<file path="config.mk">
export PLATFORM = sky130hd
export DESIGN_NAME = nano_mem_arbiter
export DESIGN_NICKNAME = d
export VERILOG_FILES = /design/src/rtl/nano_mem_arbiter.sv
export SDC_FILE = /design/constraint.sdc
export NUM_CORES = 1
export LEC_CHECK = 0
export ABC_AREA = 1
export BUFFER_PORTS_ARGS = -buffer_cell sky130_fd_sc_hd__buf_2
export CAP_MARGIN = 20
export CORE_MARGIN = 2
export CORE_UTILIZATION = 47
export DETAILED_ROUTE_END_ITERATION = 10
export PLACE_DENSITY = 0.76
export SKIP_LAST_GASP = 1
export SYNTH_ARGS = -nofsm -noshare
export SYNTH_HDL_FRONTEND = slang
export SYNTH_SLANG_ARGS = --single-unit
</file>
<file path="constraint.sdc">
create_clock -name ck -period 1.5 [get_ports ck]
set_input_delay 0.225 -clock ck [delete_from_list [all_inputs] [get_ports ck]]
set_output_delay 0.225 -clock ck [all_outputs]
set_load 0.02 [all_outputs]
</file>
<file path="src/rtl/nano_mem_arbiter.sv">
// Round-robin two-port arbiter in front of the single-port 256x16 NanoCPU memory.
// Optional grant statistics are enabled by defining NANO_ARB_STATS_EN.
module nano_mem_arbiter #(
    parameter int AW = 8,
    parameter int DW = 16
) (
    input  logic          ck,
    input  logic          rst,
    input  logic          req_a,
    input  logic          we_a,
    input  logic [AW-1:0] addr_a,
    input  logic [DW-1:0] wdata_a,
    output logic          ack_a,
    output logic [DW-1:0] rdata_a,
    input  logic          req_b,
    input  logic          we_b,
    input  logic [AW-1:0] addr_b,
    input  logic [DW-1:0] wdata_b,
    output logic          ack_b,
    output logic [DW-1:0] rdata_b,
    output logic          mem_ce,
    output logic          mem_we,
    output logic [AW-1:0] mem_addr,
    output logic [DW-1:0] mem_wdata,
    input  logic [DW-1:0] mem_rdata
`ifdef NANO_ARB_STATS_EN
    ,
    output logic [15:0]   grant_cnt_a,
    output logic [15:0]   grant_cnt_b
`endif
);

    typedef enum logic [1:0] {IDLE, ACCESS, RESP} state_t;
    typedef enum logic {PORT_A, PORT_B} port_t;

    state_t        state, state_nxt;
    port_t         last_grant, last_grant_nxt;
    port_t         win;
    logic          grant_vld;
    logic          mem_ce_nxt, mem_we_nxt, ack_a_nxt, ack_b_nxt;
    logic [AW-1:0] mem_addr_nxt;
    logic [DW-1:0] mem_wdata_nxt, rdata_a_nxt, rdata_b_nxt;

    // Round-robin pick: on a tie the port that did not win last time goes first.
    always_comb begin
        grant_vld = req_a | req_b;
        win       = PORT_A;
        if (req_a && req_b)
            win = (last_grant == PORT_A) ? PORT_B : PORT_A;
        else if (req_b)
            win = PORT_B;
    end

    always_ff @(posedge ck) begin
        // NOTE: sequential state uses non-blocking assignments so every register samples pre-edge values.
        if (!rst) begin
            state      <= IDLE;
            last_grant <= PORT_B;
            mem_ce     <= 1'b0;
            mem_we     <= 1'b0;
            mem_addr   <= '0;
            mem_wdata  <= '0;
            ack_a      <= 1'b0;
            ack_b      <= 1'b0;
            rdata_a    <= '0;
            rdata_b    <= '0;
        end else begin
            state      <= state_nxt;
            last_grant <= last_grant_nxt;
            mem_ce     <= mem_ce_nxt;
            mem_we     <= mem_we_nxt;
            mem_addr   <= mem_addr_nxt;
            mem_wdata  <= mem_wdata_nxt;
            ack_a      <= ack_a_nxt;
            ack_b      <= ack_b_nxt;
            rdata_a    <= rdata_a_nxt;
            rdata_b    <= rdata_b_nxt;
        end
    end

    always_comb begin
        state_nxt = IDLE;
        case (state)
            IDLE:    state_nxt = grant_vld ? ACCESS : IDLE;
            ACCESS:  state_nxt = RESP;
            RESP:    state_nxt = IDLE;
            default: state_nxt = IDLE;
        endcase
    end

    always_comb begin
        // NOTE: every output gets a default first so no path through the case infers a latch.
        last_grant_nxt = last_grant;
        mem_ce_nxt     = 1'b0;
        mem_we_nxt     = 1'b0;
        mem_addr_nxt   = mem_addr;
        mem_wdata_nxt  = mem_wdata;
        ack_a_nxt      = 1'b0;
        ack_b_nxt      = 1'b0;
        rdata_a_nxt    = rdata_a;
        rdata_b_nxt    = rdata_b;
        case (state)
            IDLE: begin
                if (grant_vld) begin
                    mem_ce_nxt     = 1'b1;
                    mem_we_nxt     = (win == PORT_A) ? we_a    : we_b;
                    mem_addr_nxt   = (win == PORT_A) ? addr_a  : addr_b;
                    mem_wdata_nxt  = (win == PORT_A) ? wdata_a : wdata_b;
                    last_grant_nxt = win;
                end
            end
            ACCESS: begin
                // last_grant already holds the port being served in this cycle.
                ack_a_nxt = (last_grant == PORT_A);
                ack_b_nxt = (last_grant == PORT_B);
                if (!mem_we) begin
                    if (last_grant == PORT_A) rdata_a_nxt = mem_rdata;
                    else                      rdata_b_nxt = mem_rdata;
                end
            end
            default: ;
        endcase
    end

`ifdef NANO_ARB_STATS_EN
    always_ff @(posedge ck) begin
        if (!rst) begin
            grant_cnt_a <= '0;
            grant_cnt_b <= '0;
        end else if (state == IDLE && grant_vld) begin
            if (win == PORT_A && grant_cnt_a != 16'hFFFF) grant_cnt_a <= grant_cnt_a + 16'd1;
            if (win == PORT_B && grant_cnt_b != 16'hFFFF) grant_cnt_b <= grant_cnt_b + 16'd1;
        end
    end
`endif

endmodule
</file>
Yosys cells after proc, flatten, opt, wreduce, memory -nomap -nowiden
Cells that the tools add are included.

Bitwise logic cells: 3. Equal/unequal tests: 1. Mux-type cells: 9. Reductions and logical operators: 8.

Operator list (number): two-way mux 16 bit (1); AND reduction 3 bit (3); two-way mux 8 bit (1); two-way mux 1 bit (6); AND reduction 2 bit (3); one-hot mux 2 bit (2 select lines) (1); == test 2 x 1 -> 1 bit, second input constant (1); zero test 2 bit (1); NOT 1 bit (2); logical AND 1 bit (1); OR 1 bit (1).

Output and inout port bits: 60. Word-level logic and storage cells: 31. Register bits after elaboration: 63. Input bits: 70.

Longest topological paths before layout
Depth in word-level cells: 3. Mapped depth: 7. Depth with buffers taken out: 6.

Worst setup path before layout
No wires, ideal clock.

Path type: register to register. Start point: register last_grant. End point: register mem_addr[7]. Clock period less this slack: 1102 ps. Arrival: 990 ps. Path slack: 398 ps. Library setup time: 112 ps. Stages on the path, launching flop included: 8. Data required time: 1388 ps. Cells stage by stage: dfxtp_1 > nand2_1 > buf_2 > buf_6 > nand3_1 > nand2_1 > nor2_1 > nor2_1.

Word-level cells in the longest chain between the ends: 3.

Ends and longest elaborated chain: from (decl) (line 37) `port_t last_grant, last_grant_nxt;`; from (signal assigned) (line 69) `last_grant <= last_grant_nxt;`; two-way mux 1 bit (line 49) `win = (last_grant == PORT_A) ? PORT_B : PORT_A;`; two-way mux 1 bit (line 48) `if (req_a && req_b)`; two-way mux 8 bit (line 107) `mem_addr_nxt = (win == PORT_A) ? addr_a : addr_b;`; to (signal assigned) (line 72) `mem_addr <= mem_addr_nxt;`; to (decl) (line 23) `output logic [AW-1:0] mem_addr,`.

No other way between the ends. A chain may end at the register's enable or synchronous reset.

Worst setup path after layout
Start point: register last_grant. End point: register mem_wdata[6].

Word-level cells in the longest chain between the ends: 3.

Ends and longest elaborated chain: two-way mux 1 bit (line 49); two-way mux 1 bit (line 48); two-way mux 16 bit (line 108) `mem_wdata_nxt = (win == PORT_A) ? wdata_a : wdata_b;`; to (signal assigned) (line 73) `mem_wdata <= mem_wdata_nxt;`; to (decl) (line 24) `output logic [DW-1:0] mem_wdata,`.

No other way between the ends.

==> flow_metrics.tcl <==
set metrics [dict create \
    hpwl_mm 5.00 \
    end_kind "register" \
    io_pins 130 \
    grt-ovfl-total 0 \
    wl_per_cell_um 10.8 \
    synth_compound_area_share_pct 9.21 \
    r2r_end "mem_wdata[6]" \
    cts_buffers 9 \
    syn_area_um2 2980 \
    grt_pass1_wl_mm 12.1 \
    diodes 0 \
    avgSynthCellArea_um2 6.47 \
    finalSetupViolCount 0 \
    cts_hold_buf 0 \
    cts_tree "built" \
    fin_crit_sh_pct 79.6 \
    synth-adder-area-share_pct 0 \
    nNetsFinal 650 \
    hold_violations 0 \
    grt_pass1_vias 2804 \
    final.setup.tns_ns 0 \
    fin_skew_ns 0.00451 \
    synth_top_family_by_area "simple AND/OR/NAND/NOR gates" \
    yosys_register_bits 63 \
    netlist_instances 460 \
    synth.distinct_cells 16 \
    holdPathStages 3 \
    required_ns 1.78 \
    drive_above_1_share_pct 26.9 \
    yosys_warnings 0 \
    clk_path_buf_depth 2 \
    reg2reg_from "last_grant" \
    grt_max_degree 60 \
    syn-num-nets 530 \
    track_usage_pct 21.0 \
    worstSkewPairLatency_ns 0.34 \
    area_growth_pct 29.7 \
    synthTopCellsByCount "nand2_1 (130), nor2_1 (101), dfxtp_1 (63)" \
    max_freq_mhz 838 \
    synthSimpleGateAreaFrac_pct 36.7 \
    netlist.area_leader.share_pct 42.4 \
    path_class "reg2reg" \
    yosysSeqAreaShare_pct 42.4 \
    io_buffers 129 \
    htreeDepth 3 \
    clockRootBuffer "clkbuf_8" \
    ir_worst_vdd_mv 0.605 \
    reg2reg_setup_slack_ns 0.31 \
    die_h_um 83.6 \
    start_util_pct 49.4 \
    min-delay-start "we_b" \
    critPathLaunchType "register" \
    rsz0062_at_grt "no" \
    tightest_slew_ns 0.269 \
    rr_worst_depth 5 \
    async_reset_ff_share_pct 0 \
    die_x_um 83.6 \
    antenna_found_initial 0 \
    max-slew-margin-rel_pct 82.0 \
    power.density_nw_per_um2 1110 \
    wirelength_mm 7.12 \
    core_area_um2 6030 \
    p_leak_uw 0.00215 \
    post-cts-setup-buffer-count 0 \
    synth_edf_count 0 \
    via_count 3078 \
    p_total_uw 4280 \
    hold_path.class "in2reg" \
    finalCriticalPeriod_ns 1.19 \
    yosysMostFrequentCell "nand2_1" \
    routed_via_density 4.68 \
    synth_largest_area_cell "dfxtp_1" \
    cts_resized 0 \
    rows 28 \
    hold_path_end "mem_we" \
    slew_violations 0 \
    crit_arrival_ns 1.47 \
    antenna_left 0 \
    clk_pin_slew_worst_paths_ns 0.07 \
    route.detailed.drc 0 \
    routabilityCongestion 0.755 \
    cap_violations 0 \
    synth_xor_area_share_pct 0 \
    run_status "finished clean" \
    first_pass_iters 5 \
    drt-initial-drc-count 99 \
    synth_mux_area_share_pct 0 \
    synth_flop_cell "dfxtp_1" \
    synth_area_leaders "dfxtp_1 (42%), nand2_1 (16%), nor2_1 (13%)" \
    die-area_um2 6990 \
    cts.sinks 63 \
    crit_fanout 49 \
]
per-stage QoR:
step                setup slack (ns)  instances  utilization, %  cell area, um^2  hold WS [ns]
floorplan                      0.398        460               -             2980         0.364
global placement               0.379        644            61.4             3700         0.456
detailed placement             0.317        644            61.4             3700         0.465
CTS                            0.301        658            64.1             3860         0.139
global route                   0.169        658            64.1             3860         0.160
finish                         0.306        658            64.1             3860         0.146
area by class of cell:
type	instances	area, um^2
Clock inverter	1	5.00
Tap cell	75	93.8
Sequential cell	63	1260
Timing Repair Buffer	140	791
Multi-Input combinational cell	317	1370
Fill cell	598	2160
Inverter	49	184
Clock buffer	13	159
routing by layer:
layer  track usage [%]  up-vias  share of wire, %
met4              10.1        0               2.2
met2              35.6      122                45
met5                 0        -                 0
met3              6.82       13               9.1
met1              23.7     1309                44
li1                  -     1634                 -
flip-flops by register name (all words and copies together) (netlist names), 2 cells and up:
name       count
mem_wdata     16
rdata_a       16
rdata_b       16
mem_addr       8
state          2
layout by cell type, fill, tap and decap left out:
cell type / count
buf_12: 5
nand2_2: 1
nor2_1: 100
nand3_1: 41
nor2_2: 3
clkbuf_1: 2
buf_4: 6
a21boi_1: 12
clkinv_2: 1
inv_1: 49
o21ai_2: 1
clkbuf_8: 11
buf_2: 129
nand2_1: 130
a21boi_0: 12
dfxtp_1: 63
a21oi_1: 17
power by group:
| group | switching (uW) | total [uW] | internal [uW] |
|---|---|---|---|
| registers | 75.4 | 1900 | 1830 |
| clock network | 605 | 1280 | 670 |
| logic | 680 | 1100 | 421 |
worst max-delay path by stage:
stage,start,end,slack (ns),cells after the start
3_5_place_dp,last_grant,mem_wdata[6],0.32,5
2_1_floorplan,last_grant,mem_addr[7],0.40,7
4_1_cts,last_grant,mem_wdata[6],0.30,5
5_1_grt,last_grant,mem_addr[7],0.17,5
6_report,last_grant,mem_wdata[6],0.31,5
3_3_place_gp,last_grant,last_grant,0.38,6
kinds of logic after synthesis:
logic type	count (synthesis)
compound gates	42
buf+inv	80
flops	63
simple gates	275
worst max-delay path, cell delays in order (launching register included):
cell      delay, ns
dfxtp_1        0.43
nand2_1        0.13
buf_12         0.19
a21boi_0       0.22
nor2_1         0.07
nor2_1         0.07
(Power assumes the default switching activity.)
